**src/rtl/pipeline_sequencer.sv**
```systemverilog
// Run/step/halt sequencer for the 5-stage pipeline: gates PC and pipeline
// register enables from host debug commands and drains after a fetched HALT.
module pipeline_sequencer #(
  parameter int unsigned PIPE_DEPTH = 4,
  parameter int unsigned CNT_W      = 32,
  parameter logic [31:0] HALT_INSTR = 32'hFFFF_FFFF
) (
  input  logic             clk,
  input  logic             reset,
  input  logic             i_cmd_valid,
  input  logic [1:0]       i_cmd,
  output logic             o_cmd_ready,
  input  logic [31:0]      i_if_instr,
  output logic             o_pc_en,
  output logic             o_pipe_en,
  output logic             o_flush_if,
  output logic             o_step_done,
  output logic             o_halted,
  output logic [CNT_W-1:0] o_cycle_cnt
);

  localparam int unsigned DRAIN_W = $clog2(PIPE_DEPTH) + 1;
  localparam logic [DRAIN_W-1:0] DRAIN_LOAD = DRAIN_W'(PIPE_DEPTH - 1);
  localparam logic [1:0] CMD_RUN   = 2'b01;
  localparam logic [1:0] CMD_STEP  = 2'b10;
  localparam logic [1:0] CMD_PAUSE = 2'b11;

  typedef enum logic [2:0] {
    S_IDLE,
    S_RUN,
    S_STEP,
    S_DRAIN,
    S_HALTED
  } state_t;

  state_t               r_state;
  logic [DRAIN_W-1:0]   r_drain_cnt;
  logic [CNT_W-1:0]     r_cycle_cnt;
  logic                 w_halt_hit;
  logic                 w_cmd_acc;

  assign w_halt_hit  = (i_if_instr == HALT_INSTR);
  assign w_cmd_acc   = i_cmd_valid && o_cmd_ready;
  assign o_cycle_cnt = r_cycle_cnt;

  // Enables react to HALT in the same cycle it is fetched, so they are decoded
  // from the current state plus halt_hit rather than registered.
  always_comb begin
    o_pipe_en   = 1'b0;
    o_pc_en     = 1'b0;
    o_flush_if  = 1'b0;
    o_cmd_ready = 1'b0;
    o_step_done = 1'b0;
    o_halted    = 1'b0;
    case (r_state)
      S_IDLE: begin
        o_cmd_ready = 1'b1;
      end
      S_RUN: begin
        o_pipe_en   = 1'b1;
        o_cmd_ready = 1'b1;
        o_pc_en     = !w_halt_hit;
        o_flush_if  = w_halt_hit;
      end
      S_STEP: begin
        o_pipe_en   = 1'b1;
        o_step_done = 1'b1;
        o_pc_en     = !w_halt_hit;
        o_flush_if  = w_halt_hit;
      end
      S_DRAIN: begin
        o_pipe_en  = 1'b1;
        o_flush_if = 1'b1;
      end
      S_HALTED: begin
        o_halted = 1'b1;
      end
      default: begin
        o_cmd_ready = 1'b0;
      end
    endcase
  end

  // State, drain countdown and executed-cycle counter.
  always_ff @(posedge clk) begin
    if (reset) begin
      r_state     <= S_IDLE;
      r_drain_cnt <= '0;
      r_cycle_cnt <= '0;
    end else begin
      if (o_pipe_en && (r_cycle_cnt != {CNT_W{1'b1}})) begin
        r_cycle_cnt <= r_cycle_cnt + CNT_W'(1);
      end
      case (r_state)
        S_IDLE: begin
          if (w_cmd_acc && (i_cmd == CMD_RUN)) begin
            r_state <= S_RUN;
          end else if (w_cmd_acc && (i_cmd == CMD_STEP)) begin
            r_state <= S_STEP;
          end
        end
        S_RUN: begin
          if (w_halt_hit) begin
            r_state     <= S_DRAIN;
            r_drain_cnt <= DRAIN_LOAD;
          end else if (w_cmd_acc && (i_cmd == CMD_PAUSE)) begin
            r_state <= S_IDLE;
          end
        end
        S_STEP: begin
          if (w_halt_hit) begin
            r_state     <= S_DRAIN;
            r_drain_cnt <= DRAIN_LOAD;
          end else begin
            r_state <= S_IDLE;
          end
        end
        S_DRAIN: begin
          if (r_drain_cnt == '0) begin
            r_state <= S_HALTED;
          end else begin
            r_drain_cnt <= r_drain_cnt - DRAIN_W'(1);
          end
        end
        S_HALTED: begin
          r_state <= S_HALTED;
        end
        default: begin
          r_state <= S_IDLE;
        end
      endcase
    end
  end

endmodule
```
**config.mk**
```make
export PLATFORM = sky130hd
export DESIGN_NAME = pipeline_sequencer
export DESIGN_NICKNAME = d
export VERILOG_FILES = /design/src/rtl/pipeline_sequencer.sv
export SDC_FILE = /design/constraint.sdc
export NUM_CORES = 1
export LEC_CHECK = 0
export ABC_AREA = 1
export BUFFER_PORTS_ARGS = -buffer_cell sky130_fd_sc_hd__buf_2
export CORE_AREA = 4 4 86 88
export DETAILED_ROUTE_END_ITERATION = 10
export DIE_AREA = 0 0 90 92
export PLACE_DENSITY = 0.73
export SETUP_SLACK_MARGIN = 0.15
export SYNTH_ARGS = -nofsm -noshare
export SYNTH_HDL_FRONTEND = slang
export SYNTH_SLANG_ARGS = --single-unit
```
**constraint.sdc**
```tcl
create_clock -name clk -period 3.7 [get_ports clk]
set_input_delay 0.925 -clock clk [delete_from_list [all_inputs] [get_ports clk]]
set_output_delay 0.925 -clock clk [all_outputs]
set_load 0.005 [all_outputs]
```
# Word level (Yosys, flattened, before mapping)
# Index checks and enable logic that the tools add are counted.
classes:
  n_addsub: 2
  n_eq_ne: 14
  muxes: 16
  n_reduce_logical: 14
ops:
  columns: ["cell", "count"]
  rows:
  - ["32-bit by 1-bit adder with 32-bit output, second input constant", 1]
  - ["32-bit equality test, second input constant", 1]
  - ["32-bit inequality test, second input constant", 1]
  - ["3-bit two-way mux", 7]
  - ["3-bit one-hot mux with 5 select lines", 1]
  - ["3-bit by 2-bit equality test with 1-bit output, second input constant", 2]
  - ["3-bit zero test", 2]
  - ["3-bit inequality test, second input constant", 2]
  - ["3-bit one-hot mux with 2 select lines", 1]
  - ["3-bit AND reduction", 2]
  - ["1-bit logical AND", 5]
  - ["1-bit two-way mux", 5]
  - ["2-bit equality test, second input constant", 2]
  - ["2-bit inequality test, second input constant", 2]
  - ["2-bit OR reduction", 2]
  - ["3-bit by 1-bit equality test with 1-bit output, second input constant", 1]
  - ["3-bit equality test, second input constant", 1]
  - ["3-bit OR reduction", 1]
  - ["3-bit by 1-bit subtractor with 3-bit output, second input constant", 1]
  - ["2-bit by 1-bit equality test with 1-bit output, second input constant", 1]
  - ["2-bit two-way mux", 1]
  - ["2-bit by 1-bit inequality test with 1-bit output, second input constant", 1]
  - ["1-bit one-hot mux with 2 select lines", 1]
  - ["2-bit nonzero test", 1]
  - ["1-bit zero test", 1]
word_totals:
  reg_bits: 38
  inputBits: 37
  wordCells: 49

# Depth between registers and ports, before layout
# Gate-level depths: netlist of run 1.
depth:
  depth_word: 8
  depth_mapped: 11
  mapped_depth_nobuf: 10

# Worst setup path after synthesis of run 1
# OpenSTA, ideal clock, no wires.
synth_timing:
  path_kind: "input port to output port"
  start: "in i_if_instr[1]"
  end: "out o_flush_if"
  t_arrival_ns: 1.424
  required_time_ns: 2.775
  setup_slack_ns: 1.351
  stages: 6
  path_buffers: 0
  cell_sequence: "nand2_1 -> nor2_1 -> nand2_1 -> nor2_1 -> nand3_1 -> nand2_1"
synth_via:
  elab_chain_cells: 2
synth_rtl:
  columns: ["element", "line_no", "rtl"]
  rows:
  - ["start, declared", "13", "input logic [31:0] i_if_instr,"]
  - ["32-bit equality test", "42", "assign w_halt_hit = (i_if_instr == HALT_INSTR);"]
  - ["1-bit one-hot mux with 2 select lines", "55", "case (r_state)"]
  - ["end, declared", "16", "output logic o_flush_if,"]
# Every way passes these cells.

# Final worst setup path of run 1
layout_timing:
  start: "in i_if_instr[0]"
  end: "out o_flush_if"
# The elaborated chain is that of the path after synthesis.

==> results of run 1 <==
-- synthesized netlist by cell type (3+ instances only) --
library cell,instances
ha_1,3
nand2_1,159
xnor2_1,5
nor3_1,8
nor2_4,3
nand2_4,3
nor2_1,61
nand4_1,6
a21oi_2,18
nor3_2,3
dfxtp_1,38
clkbuf_1,3
inv_1,31
nand2_2,10
inv_2,3
a21oi_1,16
o21ai_0,6
xor2_1,11
nand3_1,12
nand3b_1,7
-- worst register-to-register path: stages, from the launching register on --
cell     delay, ns
dfxtp_1       0.38
ha_1          0.22
nand3_2       0.16
inv_2         0.12
nand2_4       0.07
nor2_4        0.18
nand2_4       0.11
nand2_4       0.29
inv_2         0.31
nand2_1       0.18
a21oi_2       0.06
-- routing by layer --
metal | share of wire (%) | track usage (%) | vias up
met5 | 0 | 0 | -
li1 | - | - | 1456
met1 | 44 | 20.4 | 1238
met3 | 8.6 | 4.76 | 9
met2 | 46 | 29.9 | 96
met4 | 1.2 | 4.85 | 0
-- sequential cells by signal, summed over array words and instances, names as in the netlist --
| signal | cells |
|---|---|
| r_state | 3 |
| o_cycle_cnt | 32 |
| r_drain_cnt | 3 |
-- worst min path at each step --
stage          slack [ns]              to
2_1_floorplan        0.43  r_drain_cnt[1]
3_3_place_gp         0.44  r_drain_cnt[1]
3_5_place_dp         0.46  r_drain_cnt[2]
4_1_cts              0.47  r_drain_cnt[2]
5_1_grt              0.50  r_drain_cnt[2]
6_report             0.47  r_drain_cnt[2]
-- area by class of cell --
cell class / count / area, sq um / area share [%]
sequential: 38 / 761 / 24.0
clock inverter: 2 / 60.1 / 1.90
multi-input combinational: 336 / 1660 / 52.4
timing repair buffer: 75 / 378 / 11.9
clock buffer: 6 / 82.6 / 2.61
tap: 80 / 100 / 3.16
inverter: 34 / 128 / 4.03
-- power breakdown --
part	leakage [uW]	switching, uW	total [uW]	internal (uW)
logic	0.000949	86.2	129	42.6
clock network	0.0000714	149	437	288
registers	0.000306	6.69	422	415
-- through the flow --
step                      hold slack [ns]  std cells  instance area (sq um)  util (%)
after floorplan                     0.434        416                   2620         -
after global placement              0.443        563                   3030      45.5
after detailed placement            0.457        563                   3030      45.5
after CTS                           0.467        571                   3170      47.7
after global routing                0.503        571                   3170      47.7
final                               0.465        571                   3170      47.7
-- logic make-up after synthesis --
group / after synthesis
buffers and inverters: 42
AO/OA/AOI/OAI: 42
adder cells (fa/ha/maj): 3
XOR/XNOR: 16
AND/OR/NAND/NOR: 275
flip-flops: 38
==> out/results.ini, run 1 <==
[place]
io_buffers = 74
globalplace.congestion = 0.898
hpwl_mm = 5.36
preCtsSetupSlack_ns = 1.03

[yosys]
synth_top_family_by_area = simple AND/OR/NAND/NOR gates
syn-num-nets = 456
syn_inst = 416
synth_area_leaders = dfxtp_1, nand2_1, nor2_1
yosys.area_share.simple_pct = 45.7
synth_compound_area_share_pct = 10.8
synth_edf_count = 0
async_flop_share_pct = 0
yosys_register_bits = 38
syn_area_per_cell_sq_um = 6.31
synth_mux_area_share_pct = 0
synth.cell_area_sq_um = 2620
synth_top_area_share_pct = 29.0
ys_types = 27
synth_warnings = 0
yosys.area.top_type = dfxtp_1
ys_seq_area_share_pct = 29.0
synth_xor_area_share_pct = 5.34
yosys.area_share.adder_pct = 1.43
synth_top_flop_cell = dfxtp_1

[global_route]
antenna_found_initial = 0
grt_pass1_wl_mm = 11.8
grt_start_max_net_pins = 33
grt_pass1_vias = 2665
overflow = 0
grt_use_total_pct = 17.1

[sta]
setup_viol = 0
fin_worst_skew_ns = 0.00528
final_hold_viol_count = 0
setup_tns_ns = 0
fin_crit_sh_pct = 71.6
post-route-min-period_ns = 2.65
rsz0062_at_grt = false
slew_viol_final = 0
relSlewSlack_pct = 67.6
worst_slew_pin_slew_ns = 0.483
fmax_mhz = 377
worst_slack_ns = 1.05

[setup_path]
cp.arrival_ns = 1.72
path_class = input port to output port
cpMostUsedCell = nand2_1
slowest_delay_ns = 0.17
worstPathMaxFanout = 3
r2r_end = o_cycle_cnt[13]
reg2reg_from = o_cycle_cnt[1]
cpLargestDelayFamily = simple AND/OR/NAND/NOR gates
crit_end = o_flush_if
reg2reg_setup_slack_ns = 1.50
cp_num_buf_inv = 2
setup.worst_path.start_class = input port
crit_slowest_cell = nor2_1
reg2reg_depth = 10
path_depth = 8
worstPathRequired_ns = 2.77
crit_chain = buf_2 -> nand2_1 -> nor2_1 -> nand2_1 -> nor2_1 -> nand3_1 -> nand2_1 -> buf_2
worstSetupEndpointType = output port
crit_start = i_if_instr[0]

[clock_tree]
ctsResizeCount = 0
cts_hold_buf = 0
post_cts_buffers = 0
path_clk_slew_ns = 0.07
cts_tree = done
htree_num_levels = 2
clock-sinks = 38
root_buffer = clkbuf_8
cts_max_path_buffers = 2
numCtsBuffers = 5
clock_latency_ns = 0.30

[drt]
dr.pass1.iters = 4
vias = 2799
ant_nets = 0
wl_mm = 6.84
routedWlPerCell_microns = 12.0
via_per_inst = 4.90
drt_iter0_drc = 157
drc = 0

[floorplanning]
initial_core_util_pct = 39.5
die_y_microns = 92
fp.coreArea_sq_um = 6640
fp.dieW_microns = 90
die_area_sq_um = 8280
ios = 75
rows = 30

[finish]
layout_commonest_cell = nand2_1
diodes = 0
areaGrowthSynthToFinish_pct = 20.7
drive_above_1_share_pct = 25.7
fin_nets = 530
final_cell_mix = nand2_1, buf_2, nor2_1, dfxtp_1, inv_1
nFillCells = 708

[worst_hold_path]
min_path_cells = 2
min_path_type = flop to flop
hp-start = r_drain_cnt[2]

[power]
peakVddDrop_uv = 184
power.total_uw = 988
p_per_area_nw_per_um2 = 312
leakagePower_uw = 0.00133

[run_status]
status = completed

[run]
drv_cap = 0

No activity file was read; power rests on OpenSTA's default activity.
==> run 2: changes to the inputs <==
Settings changed: PLACE_DENSITY 0.73 to 0.76.
Clock period 3.7 ns to 2.3 ns, I/O delays scaled along.
==> run 2 against run 1 <==
Compared with the run above: clock-buffer cell count grew 2; critical path type is now flop to flop; largest power group is now sequential cells; non-clock buffer count up 2; core utilization is 0.26 points lower; sequential share of layout area is 0.13 points higher; clock power grew 23%.
==> out/results.ini, run 2 (synthesis gave the netlist of run 1 again) <==
[power]
p_int_uw = 1040  ; +40%
power.total_uw = 1430  ; +45%
leakagePower_uw = 0.00132  ; -0.28%
peakVddDrop_uv = 302  ; +64%
pwr-share-seq_pct = 47.3  ; +4.6 points
p_sw_uw = 389  ; +61%
p_clk_share_pct = 37.6  ; -6.6 points
power_frac_comb_pct = 15.1  ; +2.1 points
switching_share_pct = 27.2  ; +2.6 points
p_per_area_nw_per_um2 = 455  ; +46%

[setup_path]
reg2reg_setup_slack_ns = 0.34  ; -1.16 ns
reg2reg_depth = 10  ; unchanged
r2r_end = o_cycle_cnt[0]
worstSetupEndpointType = flop
crit_start = o_cycle_cnt[1]
worstPathMaxFanout = 19  ; +16
reg2reg_from = o_cycle_cnt[1]
crit_end = o_cycle_cnt[0]
crit_slowest_cell = dfxtp_1
cpMostUsedCell = nand2_4
cp.arrival_ns = 2.19  ; +0.47 ns
crit_chain = ha_1 -> nand3_2 -> inv_2 -> nand2_4 -> nor2_4 -> nand2_4 -> nand2_4 -> buf_4 -> o21ai_0 -> a21oi_1
worstPathRequired_ns = 2.53  ; -0.24 ns
path_class = flop to flop
setup.worst_path.start_class = flop
slowest_delay_ns = 0.38  ; +0.21 ns

[run_status]
status = completed

[floorplanning]
die_area_sq_um = 8280  ; unchanged
fp.coreArea_sq_um = 6640  ; unchanged
initial_core_util_pct = 39.5  ; unchanged
die_y_microns = 92  ; unchanged
ios = 75  ; unchanged
fp.dieW_microns = 90  ; unchanged
rows = 30  ; unchanged

[global_route]
grt_start_max_net_pins = 29  ; -12%
grt_use_total_pct = 17.2  ; +0.12 points
antenna_found_initial = 0  ; unchanged
grt_pass1_wl_mm = 11.9  ; +0.58%
grt_pass1_vias = 2669  ; +0.15%
overflow = 0  ; unchanged

[clock_tree]
numCtsBuffers = 5  ; unchanged
root_buffer = clkbuf_8
post_cts_buffers = 0  ; unchanged
clock-sinks = 38  ; unchanged
htree_num_levels = 2  ; unchanged
clock_latency_ns = 0.30  ; about the same
path_clk_slew_ns = 0.07  ; about the same
cts_tree = done
cts_max_path_buffers = 2  ; unchanged

[sta]
fin_worst_skew_ns = 0.00773  ; +0.00245 ns
fin_crit_sh_pct = 85.2
setup_tns_ns = 0  ; unchanged
relSlewSlack_pct = 66.6  ; -0.98 points
fmax_mhz = 510
post-route-min-period_ns = 1.96
setup_viol = 0  ; unchanged
final_hold_viol_count = 0  ; unchanged
rsz0062_at_grt = false
slew_viol_final = 0  ; unchanged
worst_slew_pin_slew_ns = 0.497  ; +0.0146 ns

[drt]
ant_nets = 0  ; unchanged
via_per_inst = 4.95  ; +1.1%
wl_mm = 7.09  ; +3.6%
dr.pass1.iters = 4  ; unchanged
routedWlPerCell_microns = 12.4  ; +3.2%
drc = 0  ; unchanged
vias = 2839  ; +1.4%
drt_iter0_drc = 191  ; +22%

[run]
drv_cap = 0  ; unchanged

[finish]
fin_nets = 532  ; +0.38%
final_cell_mix = nand2_1, buf_2, nor2_1, dfxtp_1, inv_1
drive_above_1_share_pct = 26.0  ; +0.30 points
diodes = 0  ; unchanged
largest_reg_flops = 32  ; unchanged
layout_commonest_cell = nand2_1
areaGrowthSynthToFinish_pct = 20.1
stdcell_count = 573  ; +0.35%

[place]
dp.cells = 565  ; +0.36%
hpwl_mm = 5.52  ; +3.0%
io_buffers = 74  ; unchanged
globalplace.congestion = 0.973  ; +8.3%

[worst_hold_path]
min_path_type = flop to flop

-- run 2: cell type report --
| cell class | instances | area, sq um |
|---|---|---|
| inverter | 34 | 128 |
| clock buffer | 8 | 110 |
| timing repair buffer | 77 | 393 |
| sequential | 38 | 761 |
| tap | 80 | 100 |
| fill | 681 | 3490 |
| multi-input combinational | 336 | 1660 |
-- run 2: worst min path at each step --
stage                              start        endpoint  cells after the start
after floorplan           r_drain_cnt[1]  r_drain_cnt[1]                      2
after global routing      r_drain_cnt[1]  r_drain_cnt[1]                      2
after detailed placement  r_drain_cnt[2]  r_drain_cnt[2]                      2
after CTS                 r_drain_cnt[2]  r_drain_cnt[2]                      2
after global placement    r_drain_cnt[1]  r_drain_cnt[1]                      2
final                     r_drain_cnt[2]  r_drain_cnt[2]                      2
-- run 2: worst max-delay path: cells and delay by family (launching register included) --
kind / cells / cell delay (ns)
flops: 1 / 0.38
simple gates: 5 / 0.66
buf+inv: 2 / 0.40
fa+ha+maj: 1 / 0.21
compound gates: 2 / 0.25
-- run 2: power by group through the flow --
stage | clock [uW] | combinational [uW] | sequential (uW)
global route | 582 | 243 | 680
global placement | 0 | 209 | 692
floorplan | 0 | 167 | 692
finish | 539 | 216 | 678
CTS | 551 | 216 | 678
detailed placement | 0 | 215 | 693
-- run 2: repair_timing --
action / in CTS / in global routing
setup endpoints to repair: 0 / 1
resized for setup: 0 / 1
hold buffers: 0 / 0
-- run 2: stage by stage --
step	util [%]	cell area [sq um]	worst slack (ns)	hold slack [ns]
floorplan	-	2620	0.639	0.434
global placement	45.8	3040	0.359	0.446
detailed placement	45.8	3040	0.335	0.461
CTS	47.4	3150	0.334	0.472
global route	47.4	3150	0.165	0.490
finish	47.4	3150	0.339	0.466
-- run 2: metal layers --
layer  vias to the layer above  wire length, microns  track usage (%)
li1                       1454                     -                -
met2                       111                  3280             29.9
met3                        14                   530             4.68
met5                         -                     0                0
met4                         0                   112             5.23
met1                      1260                  3170             20.6
